===== src/rtl/note_sequencer.sv =====
// note_sequencer: plays a RAM note table (pitch divider + duration in sample ticks) in order,
// driving the sine clkgen divider and a note gate. Define SEQ_TEMPO_EN to add tempo_shift scaling.
module note_sequencer #(
  parameter int DEPTH     = 32,
  parameter int PW        = 5,
  parameter int DW        = 13,
  parameter int GAP_TICKS = 8,
  localparam int AW       = $clog2(DEPTH)
) (
  input  logic          clk,
  input  logic          reset,
  input  logic          wr_en,
  input  logic [AW-1:0] wr_addr,
  input  logic [PW-1:0] wr_pitch,
  input  logic [DW-1:0] wr_dur,
  input  logic [AW:0]   seq_len,
  input  logic          loop,
  input  logic          start,
  input  logic          stop,
  input  logic          tick,
`ifdef SEQ_TEMPO_EN
  input  logic [1:0]    tempo_shift,
`endif
  output logic [PW-1:0] pitch_o,
  output logic          note_on,
  output logic [AW-1:0] note_idx,
  output logic          busy,
  output logic          done
);

`ifdef SEQ_TEMPO_EN
  localparam int CW = DW + 3;
`else
  localparam int CW = DW;
`endif
  localparam int            GW       = (GAP_TICKS > 1) ? $clog2(GAP_TICKS) : 1;
  localparam int            GAP_MAX  = (GAP_TICKS > 0) ? GAP_TICKS - 1 : 0;
  localparam logic [GW-1:0] GAP_LAST = GW'(GAP_MAX);
  localparam logic [AW:0]   DEPTH_W  = DEPTH[AW:0];
  localparam logic          HAS_GAP  = (GAP_TICKS > 0);

  typedef enum logic [1:0] {IDLE, FETCH, PLAY, GAP} state_t;

  logic [PW-1:0] pitch_mem [DEPTH];
  logic [DW-1:0] dur_mem   [DEPTH];

  state_t        state, state_next;
  logic [AW:0]   len, len_m1;
  logic [AW-1:0] idx;
  logic [CW-1:0] dur_cnt, eff_dur, fetch_eff;
  logic [DW-1:0] fetch_dur;
  logic [GW-1:0] gap_cnt;
  logic          note_end, advance, finish, last_note, abort;

  // Table write port; contents survive reset.
  always_ff @(posedge clk) begin
    if (wr_en) begin
      pitch_mem[wr_addr] <= wr_pitch;
      dur_mem[wr_addr]   <= wr_dur;
    end
  end

  assign len_m1    = len - {{AW{1'b0}}, 1'b1};
  assign last_note = ({1'b0, idx} == len_m1);
  // start/stop are single-cycle strobes with no ready: start is dropped unless IDLE, stop always wins.
  assign abort     = stop && (state != IDLE);
  assign fetch_dur = dur_mem[idx];

  always_comb begin
    fetch_eff = (fetch_dur == '0) ? CW'(1) : CW'(fetch_dur);
`ifdef SEQ_TEMPO_EN
    fetch_eff = fetch_eff << tempo_shift;
`endif
  end

  always_ff @(posedge clk) begin
    if (reset) state <= IDLE;
    else       state <= state_next;
  end

  always_comb begin
    state_next = state;
    note_end   = 1'b0;
    advance    = 1'b0;
    finish     = 1'b0;
    unique case (state)
      IDLE:  if (start && !stop && seq_len != '0) state_next = FETCH;
      FETCH: state_next = PLAY;
      PLAY: begin
        if (tick && dur_cnt == eff_dur - CW'(1)) begin
          note_end = 1'b1;
          if (HAS_GAP) state_next = GAP;
          else         advance    = 1'b1;
        end
      end
      GAP:   if (tick && gap_cnt == GAP_LAST) advance = 1'b1;
      default: state_next = IDLE;
    endcase
    if (advance) begin
      if (!last_note || loop) begin
        state_next = FETCH;
      end else begin
        state_next = IDLE;
        finish     = 1'b1;
      end
    end
    if (abort) begin
      state_next = IDLE;
      finish     = 1'b0;
    end
  end

  always_ff @(posedge clk) begin
    if (reset) begin
      len     <= '0;
      idx     <= '0;
      pitch_o <= '0;
      note_on <= 1'b0;
      done    <= 1'b0;
      dur_cnt <= '0;
      eff_dur <= '0;
      gap_cnt <= '0;
    end else begin
      done <= finish;
      case (state)
        IDLE: begin
          if (state_next == FETCH) begin
            len <= (seq_len > DEPTH_W) ? DEPTH_W : seq_len;
            idx <= '0;
          end
        end
        // The table read lands directly in the output/duration registers (1-cycle read).
        FETCH: begin
          if (!abort) begin
            pitch_o <= pitch_mem[idx];
            note_on <= (pitch_mem[idx] != '0);
            dur_cnt <= '0;
            eff_dur <= fetch_eff;
          end
        end
        PLAY: begin
          if (tick) dur_cnt <= dur_cnt + CW'(1);
          if (note_end) begin
            note_on <= 1'b0;
            gap_cnt <= '0;
          end
        end
        GAP: begin
          if (tick) gap_cnt <= gap_cnt + GW'(1);
        end
        default: ;
      endcase
      if (advance && state_next == FETCH) idx <= last_note ? '0 : idx + AW'(1);
      if (abort) note_on <= 1'b0;
    end
  end

  assign note_idx = idx;
  assign busy     = (state != IDLE);

endmodule


===== config.mk =====
export PLATFORM = sky130hd
export DESIGN_NAME = note_sequencer
export DESIGN_NICKNAME = d
export VERILOG_FILES = /design/src/rtl/note_sequencer.sv
export SDC_FILE = /design/constraint.sdc
export NUM_CORES = 1
export LEC_CHECK = 0
export CAP_MARGIN = 5
export CELL_PAD_IN_SITES_DETAIL_PLACEMENT = 2
export CELL_PAD_IN_SITES_GLOBAL_PLACEMENT = 2
export CORE_AREA = 2 2 230 232
export CTS_CLUSTER_DIAMETER = 50
export DETAILED_ROUTE_END_ITERATION = 6
export DIE_AREA = 0 0 232 234
export GPL_TIMING_DRIVEN = 1
export PLACE_DENSITY_LB_ADDON = 0.1
export SETUP_SLACK_MARGIN = 0.5
export SYNTH_ARGS = -nofsm -noshare
export SYNTH_HDL_FRONTEND = slang
export SYNTH_SLANG_ARGS = --single-unit

===== constraint.sdc =====
create_clock -name clk -period 4.1 [get_ports clk]
set_clock_uncertainty 0.2 [all_clocks]
set_input_delay 1.025 -clock clk [delete_from_list [all_inputs] [get_ports clk]]
set_output_delay 1.025 -clock clk [all_outputs]
set_load 0.01 [all_outputs]

After elaboration in Yosys (flattened, before gate mapping)
Memories as Yosys holds them, arrays and structs flattened. A register that Yosys moved wholly into a read port is not among the register bits.
Cells that the tools add are included.
{ "totals": {"register_bits": 49, "mem_bits_rw": 576, "in_bits": 36, "output_inout_bits": 13, "elab_cells": 87, "n_memories": 2} }
{ "memory_table": {"columns": ["memory", "depth", "word_bits", "rd", "rd_clocked_by_memory_dff", "wr", "line", "rtl"], "rows": [
  ["dur_mem", 32, 13, 1, 1, 1, "45", "logic [DW-1:0] dur_mem [DEPTH];"],
  ["pitch_mem", 32, 5, 1, 1, 1, "44", "logic [PW-1:0] pitch_mem [DEPTH];"]
]} }
{ "classes": {"addsub": 5, "n_lt_le_gt_ge": 1, "eq_ne": 11, "muxes": 31, "bitwise": 2, "reduce_logical": 26} }
{ "ops": {"columns": ["operator", "n"], "rows": [
  ["2-to-1 mux 5 bit", 8],
  ["2-to-1 mux 13 bit", 3],
  ["case mux 13 bit (2 select lines)", 1],
  ["adder 13 x 1 -> 13 bit, second input constant", 1],
  ["== test 13 bit", 1],
  ["logical NOT 13 bit", 1],
  ["subtractor 13 x 1 -> 13 bit, second input constant", 1],
  ["nonzero test 2 bit", 5],
  ["2-to-1 mux 1 bit", 9],
  ["2-to-1 mux 2 bit", 4],
  ["inequality test 2 bit, second input constant", 4],
  ["AND reduction 2 bit", 4],
  ["== test 5 x 6 -> 1 bit", 1],
  ["greater-than comparator 6 bit, second input constant", 1],
  ["logical AND 1 bit", 6],
  ["2-to-1 mux 3 bit", 2],
  ["2-to-1 mux 6 bit", 1],
  ["case mux 2 bit (3 select lines)", 1],
  ["case mux 3 bit (2 select lines)", 1],
  ["AND reduction 3 bit", 2],
  ["nonzero test 6 bit", 1],
  ["subtractor 6 x 1 -> 6 bit, second input constant", 1],
  ["adder 5 x 1 -> 5 bit, second input constant", 1],
  ["nonzero test 5 bit", 1],
  ["11 further kinds", 15]
]} }

Logic depth before layout (Yosys ltp)
Gate-level depths: netlist (run 1).
{ "depth": {"depth_word": 13, "mapped_depth": 13, "depth_no_buf": 10} }

Worst setup path after synthesis (run 1)
No wires, ideal clock.
{ "synth_timing": {"kind": "input-to-reg", "from": "input port wr_addr[1]", "to": "memory dur_mem[12][0], enable pin", "setup_time_ps": 393, "t_arrival_ps": 2460, "t_required_ps": 3507, "path_slack_ps": 1048, "stages": 3, "n_path_buf": 1, "path_cell_list": "or3b_2 > clkbuf_1 > nor2_1"} }
{ "synth_rtl": {"columns": ["element", "line", "rtl"], "rows": [
  ["start, declared", "13", "input logic [AW-1:0] wr_addr,"],
  ["end, declared", "45", null]
]} }
No word-level cell before the write port.

==> results by group, run 1 <==
Run status
  – Status: completed

Flow run
  – Max-cap violations: 0

Worst hold path
  – Worst Hold Class: register to register

Timing
  – Setup-failing EPs final: 0
  – Max frequency: roughly 290 MHz
  – Max-slew headroom: 7.748%
  – Tcrit/Tclk final: 82.69%
  – RSZ-0062 raised after global routing: no
  – Final Max Slew Viols: 0
  – TNS Setup: 0 ns
  – Least-Margin Pin Slew: 1.379 ns
  – Clock period minus worst slack: roughly 3.4 ns
  – Fin. Hold Viols: 0

Pwr
  – VDD IR max: 0.0003943 V
  – Power Density: around 480 nW/um^2
  – Leak pwr: between 0.009 and 0.01 uW
  – Total power draw: 14000 uW

Global route
  – GRT Util Overall: a little under a third
  – Grt total ovfl: 0
  – Most Crowded Layer GR: met2
  – Met2 usage: 50.92%
  – Vias in the first global route: around 15000
  – GR Util met1: 41.77%
  – First-pass GRT wire length: 115300 um
  – Largest net degree at the start of global routing: 42
  – Number of antenna violations at the first check in global routing: 3
  – Met3 Use GR: under 10%

Synthesis
  – Synth warn: 0
  – EDFF count, synth: 576
  – Post-synthesis sequential area ratio: 73.09%
  – Synthesized instance count: 1315
  – Most frequent cell after synthesis: edfxtp_1
  – Syn avg cell area: 19.12 um^2
  – Post-synth top cells: 576 x edfxtp_1, 143 x mux4_2, 78 x nand2_1
  – Post-synth cell types: 69
  – Synth area leader: edfxtp_1
  – Synth async-reset ratio: 0%
  – Top post-synthesis cells by area: edfxtp_1 69%, mux4_2 13%, dfxtp_1 4.3%, mux2i_1 1.2%, nand2_1 1.2%
  – Synthesized Nets: 1361
  – Yosys reg bits: 630
  – Top-area cell type share of the netlist area: between 60% and 70%
  – Top FF cell, synth: edfxtp_1
  – Synth Cell Area: 25150 um^2

Clock tree
  – Clk Latency, worst-skew pair: 0.62 ns
  – Root Buffer Master: clkbuf_16
  – CTS tree: built
  – Cts hold-fix bufs: 0
  – Max H-tree Level: 3
  – Clock Tree Buf Depth: 3
  – Total CTS buffers: 71
  – Num Clock Sinks: 630
  – Reg clk slew, reported paths: approximately 0.06 ns

Drt
  – Total wire length: 82580 um
  – Vias: 14189
  – Post-DRT Antenna Nets: 0
  – Router iterations before antenna repair: 5
  – DRC Markers: 0
  – Wirelength per Cell: 37.59 um
  – Iter 0 DRT Violations: 1672
  – DR vias/cell: 6.458

Die
  – Total core area: between 50000 and 60000 um^2
  – Die width: 232 um
  – Die ar.: 54290 um^2
  – Die Ht: 234 um
  – Initial Util: approximately 48%
  – Rows: 84
  – # IOs: 49

Place
  – GPL Wtd Cong: 0.7709
  – Input/output buffers: 48
  – Dpl cells: ~2100
  – DPL Wire Length: 46800 um

Layout
  – Final Non-Filler Cells: 2197
  – Nets: 1500
  – Area Overhead vs Synth: 16.57%
  – Share of post-route cells with drive strength above 1: 25.68%

Setup path
  – CP Max Fanout: 22
  – CP required: roughly 4.4 ns
  – Setup CP Type: register to register
  – Arr. time, crit path: 3.66 ns
  – Crit end category: register
  – Crit path launch type: register
-- layout by cell type (no fill, tap or decap), types with 6 or more instances in the layout --
master           instances
nand2_1                 78
o211ai_1                10
nor4_1                  10
o31ai_1                  6
a2111oi_0                8
nand2b_1                 7
nor2b_1                 12
clkdlybuf4s50_1         46
xnor2_1                 17
buf_4                   71
clkbuf_16               74
a21oi_1                 23
clkinv_2                 9
nand3b_1                 7
o21a_1                  10
clkinv_1                17
nand4_1                  8
a311oi_1                 6
inv_1                   15
mux2i_1                 30
edfxtp_1               576
nand3_1                 10
mux4_1                   8
nor2_1                  45
a211oi_1                 6
buf_12                  16
nor3_1                   7
dfxtp_1                 49
o21ai_0                  8
clkbuf_1                10
a32oi_1                 11
nor2_2                  32
xor2_1                  18
ha_1                    10
a31oi_1                 10
mux4_2                 143
-- critical path, stage by stage (launching register included) --
cell and delay (ns):
dfxtp_4 0.60, buf_12 0.28, buf_4 0.27, mux4_2 0.37, mux2i_1 0.22, a32oi_1 0.16, o21a_1 0.22, or4b_1 0.60
a32oi_1 0.22, nor3_1 0.06
-- cell type report --
| cell class | instances | area [um^2] |
|---|---|---|
| Timing Repair Buffer | 135 | 1324 |
| Inverter | 17 | 63.81 |
| Multi-Input combinational cell | 599 | 6411 |
| Fill cell | 4361 | 22710 |
| Sequential cell | 630 | 18390 |
| Clock buffer | 86 | 1917 |
| Antenna cell | 2 | 5.005 |
| Tap cell | 688 | 860.8 |
| Clock inverter | 40 | 341.6 |
-- state kept, by name (all words and copies together) (netlist names), named ones only --
register	flops
done	1
dur_cnt	13
dur_mem	416
eff_dur	13
gap_cnt	3
len	6
note_idx	5
note_on	1
pitch_mem	160
pitch_o	5
state	2
-- power by group --
group	switching (uW)	internal [uW]	total, uW	leakage (uW)
logic	322	162	484	0.00251
registers	50.0	7100	7150	0.00563
clock network	2720	3650	6370	0.00110
total	3090	10900	14000	0.00924
-- metrics by stage --
stage,hold slack (ns),setup WS [ns],utilization (%),instance area (um^2)
finish,0.2661,0.7098,56.34,29310
global route,0.2988,0.4890,56.34,29310
CTS,0.2731,0.5064,56.13,29200
detailed placement,0.2654,0.4115,51.75,26920
global placement,0.2455,0.5120,51.75,26920
floorplan,0.2356,1.048,-,25150
-- logic make-up (layout without fill, tap and decap cells) --
family	count (synthesis)	count (layout)	share of synthesized area, %
flip-flops	630	630	73.09
AND/OR/NAND/NOR	241	241	4.648
multiplexers	184	184	14.98
AO/OA/AOI/OAI	129	129	3.797
buffers and inverters	86	278	1.771
XOR/XNOR	35	35	1.219
adder cells (fa/ha/maj)	10	10	0.4976
other	0	2	0
-- timing repair --
item                                    CTS  global route
gates resized for setup                   0             1
endpoints found under the setup margin    2             2
setup buffers                             1            12
-- worst paths after layout --
| kind | startpoint | endpoint | slack [ns] | cells after the start |
|---|---|---|---|---|
| max reg2reg | register | note_on$_SDFFE_PP0P_ | 0.71 | 9 |
| min reg2reg | gap_cnt[2]$_SDFFE_PP0P_ | gap_cnt[2]$_SDFFE_PP0P_ | 0.27 | 2 |
| min | gap_cnt[2]$_SDFFE_PP0P_ | gap_cnt[2]$_SDFFE_PP0P_ | 0.27 | 2 |
| max | register | note_on$_SDFFE_PP0P_ | 0.71 | 9 |
-- routing by layer --
layer	share of wire (%)	wire, um	vias to the layer above
li1	-	-	5669
met1	40	33160	7674
met2	49	40770	678
met3	7.0	5802	166
met4	3.4	2834	2
met5	0.016	13	-
No activity file was read; power rests on OpenSTA's default activity.
==> run 2, diff against run 1 <==
--- a/config.mk
+++ b/config.mk
@@ -8,10 +8,10 @@
 export CAP_MARGIN = 5
 export CELL_PAD_IN_SITES_DETAIL_PLACEMENT = 2
 export CELL_PAD_IN_SITES_GLOBAL_PLACEMENT = 2
-export CORE_AREA = 2 2 230 232
+export CORE_AREA = 2 2 243 245
 export CTS_CLUSTER_DIAMETER = 50
 export DETAILED_ROUTE_END_ITERATION = 6
-export DIE_AREA = 0 0 232 234
+export DIE_AREA = 0 0 245 247
 export GPL_TIMING_DRIVEN = 1
 export PLACE_DENSITY_LB_ADDON = 0.1
 export SETUP_SLACK_MARGIN = 0.5
==> constraint.sdc (replaced) <==
create_clock -name clk -period 2.95 [get_ports clk]
set_clock_uncertainty 0.2 [all_clocks]
set_input_delay 0.7375 -clock clk [delete_from_list [all_inputs] [get_ports clk]]
set_output_delay 0.7375 -clock clk [all_outputs]
set_load 0.01 [all_outputs]
==> run 2 against run 1 <==
The flow now finishes with violations (setup timing); routed wire length is 1.6% lower; core utilization is 2.0 points lower; sequential power grew 39%; cell count increased by 9.4%; total power grew 40%; clock power increased by 40%; sequential cell count unchanged; cell area up 8.0%; combinational power rose by 68%; via count grew 1.5%; worst hold slack lost 0.012 ns; largest cell class unchanged.
==> results by group, run 2 (synthesis results as in run 1) <==
Timing
  – Clock period minus worst slack: 3.044 ns (was 3.390 ns)
  – Max-slew headroom: 62.79% (was 7.748%)
  – Final Max Slew Viols: 0 (unchanged)
  – Max frequency: 328.5 MHz (was 295.0 MHz)
  – TNS Setup: -0.2520 ns (was 0 ns)
  – Setup-failing EPs final: 4 (was 0)
  – RSZ-0062 raised after global routing: yes (was no)
  – Least-Margin Pin Slew: 0.5568 ns (was 1.379 ns)
  – Tcrit/Tclk final: 103.2% (was 82.69%)
  – Final setup margin: -0.09440 ns (was 0.7098 ns)
  – Fin. Hold Viols: 0 (unchanged)

Layout
  – Storage element area: 18410 um^2 (was 18390 um^2)
  – Multi-input gate area: 6853 um^2 (was 6411 um^2)
  – Largest register FFs: 416 (unchanged)
  – # diodes: 0 (was 2)
  – Most flop-heavy register: dur_mem (unchanged)
  – Area Overhead vs Synth: 25.94% (was 16.57%)
  – Share of post-route cells with drive strength above 1: 36.30% (was 25.68%)
  – Commonest non-fill, non-tap cell in the layout: edfxtp_1 (unchanged)
  – Final Non-Filler Cells: 2404 (was 2197)
  – Layout fillers: 4978 (was 4361)
  – Largest regs: dur_mem (416), pitch_mem (160) (unchanged)
  – Commonest cells after routing, fill and taps aside: 576 x edfxtp_1, 151 x mux4_2, 116 x buf_4 (was 576 x edfxtp_1, 143 x mux4_2, 78 x nand2_1)
  – Nets: 1624 (was 1500)

Drt
  – Router iterations before antenna repair: 5 (unchanged)
  – DR vias/cell: 5.991 (was 6.458)
  – Total wire length: 81240 um (was 82580 um)
  – Iter 0 DRT Violations: 1605 (was 1672)
  – Vias: 14403 (was 14189)
  – Wirelength per Cell: 33.79 um (was 37.59 um)
  – DRC Markers: 0 (unchanged)
  – Post-DRT Antenna Nets: 0 (unchanged)

Worst hold path
  – Hold path startpoint: pitch_o[2]$_SDFFE_PP0P_ (was gap_cnt[2]$_SDFFE_PP0P_)
  – WHS Path Cells: 2 (unchanged)
  – Worst Hold Path EP: pitch_o[2]$_SDFFE_PP0P_ (was gap_cnt[2]$_SDFFE_PP0P_)
  – Worst Hold Class: register to register (unchanged)

Clock tree
  – Clock Tree Buf Depth: 3 (unchanged)
  – Max H-tree Level: 3 (unchanged)
  – Reg clk slew, reported paths: 0.06 ns (about the same)
  – Clk Latency, worst-skew pair: 0.62 ns (about the same)
  – Num Clock Sinks: 630 (unchanged)
  – CTS tree: built (unchanged)
  – Root Buffer Master: clkbuf_16 (unchanged)
  – Total CTS buffers: 72 (was 71)
  – Cts hold-fix bufs: 0 (unchanged)

Die
  – Die Ht: 247 um (was 234 um)
  – Die width: 245 um (was 232 um)
  – Rows: 89 (was 84)
  – Total core area: 58240 um^2 (was 52020 um^2)
  – Die ar.: 60520 um^2 (was 54290 um^2)
  – Initial Util: 43.18% (was 48.33%)
  – # IOs: 49 (unchanged)

Setup path
  – Worst R2R Path Depth: 8 (was 9)
  – Reg-to-Reg End: note_on$_SDFFE_PP0P_ (unchanged)
  – CP required: 3.23 ns (was 4.37 ns)
  – CP Max Fanout: 5 (was 22)
  – Crit path launch type: register (unchanged)
  – Flop2flop setup slack: -0.09 ns (was 0.71 ns)
  – Crit end category: register (unchanged)
  – Setup CP Type: register to register (unchanged)
  – Arr. time, crit path: 3.33 ns (was 3.66 ns)

Pwr
  – Power Density: 620.8 nW/um^2 (was 477.6 nW/um^2)
  – Leak pwr: 0.01025 uW (was 0.009242 uW)
  – VDD IR max: 0.0005648 V (was 0.0003943 V)

Global route
  – Grt total ovfl: 0 (unchanged)
  – GRT Util Overall: 27.36% (was 30.96%)
  – Number of antenna violations at the first check in global routing: 0 (was 3)
  – First-pass GRT wire length: 115800 um (was 115300 um)
  – Largest net degree at the start of global routing: 33 (was 42)
  – Vias in the first global route: 15654 (was 14988)

Flow run
  – Max-cap violations: 0 (unchanged)

Place
  – Dpl cells: 2226 (was 2056)
  – GPL Wtd Cong: 0.7469 (was 0.7709)
  – Input/output buffers: 48 (unchanged)
  – DPL Wire Length: 45700 um (was 46800 um)

Run status
  – Failing checks: setup timing
  – Status: finished with violations (was completed)
## run 2: cell types whose count changed in the layout (fill, tap and decap cells not counted), sizes merged
cell / previous run / this run
dlymetal6s2s: 0 / 2
bufbuf: 0 / 2
clkbuf: 87 / 90
clkinv: 27 / 22
clkdlybuf4s50: 46 / 36
bufinv: 5 / 4
buf: 88 / 209
clkinvlp: 3 / 6
inv: 22 / 23
dlygate4sd2: 0 / 8
diode: 2 / 0
## run 2: routing by layer
| metal | share of wire [%] | wire (um) | GRT usage (%) |
|---|---|---|---|
| met4 | 2.3 | 1840 | 7.568 |
| met5 | 0 | 0 | 0 |
| met1 | 42 | 33820 | 37.19 |
| met2 | 50 | 40550 | 46.06 |
| met3 | 6.2 | 5021 | 4.298 |
## run 2: power by group
part	internal [uW]	leakage, uW	total [uW]	switching, uW
sequential	9850	0.00563	9920	63.5
combinational	329	0.00349	811	483
clock	5130	0.00112	8930	3800
## run 2: area by class of cell
type                    instances  share of cell area (%)
repair buffers                258                   9.684
flip-flops and latches        630                   58.14
well taps                     773                   3.054
multi-input cells             599                   21.64
clock buffers                  89                   6.227
clock inverters                38                   1.051
inverters                      17                  0.2094
## run 2: repair_timing
action                                  CTS  global route
gates resized for setup                 114            54
gates cloned                              8             1
buffers inserted                         30            12
endpoints found under the setup margin   55            46
pin swaps                                14            27
## run 2: worst max-delay path, stage by stage (launching register included)
cell and delay, ns:
dfxtp_4 0.44, buf_6 0.15, buf_6 0.11, mux4_2 0.51, mux4_2 0.48, o21a_1 0.20
or4b_4 0.57, a32oi_1 0.20, nor3_1 0.07
## run 2: worst max path at each step
stage | depth (start not counted) | from | end
2_1_floorplan | 8 | register | note_on$_SDFFE_PP0P_
3_3_place_gp | 8 | register | eff_dur[0]$_SDFFE_PP0P_
3_5_place_dp | 8 | register | eff_dur[0]$_SDFFE_PP0P_
4_1_cts | 8 | register | note_on$_SDFFE_PP0P_
5_1_grt | 11 | eff_dur[0]$_SDFFE_PP0P_ | note_idx[3]$_SDFFE_PP0P_
6_report | 8 | register | note_on$_SDFFE_PP0P_
## run 2: per-stage QoR
step	hold WS, ns	cell area, um^2	total power, uW	worst slack, ns	utilization, %
finish	0.2545	31670	19660	-0.09440	54.38
floorplan	0.2356	25330	10420	0.1914	-
global placement	0.2466	28140	10790	-0.3734	48.33
CTS	0.2585	31310	19760	-0.1245	53.76
detailed placement	0.2533	28140	10850	-0.4955	48.33
global route	0.2795	31670	20170	-0.1641	54.38
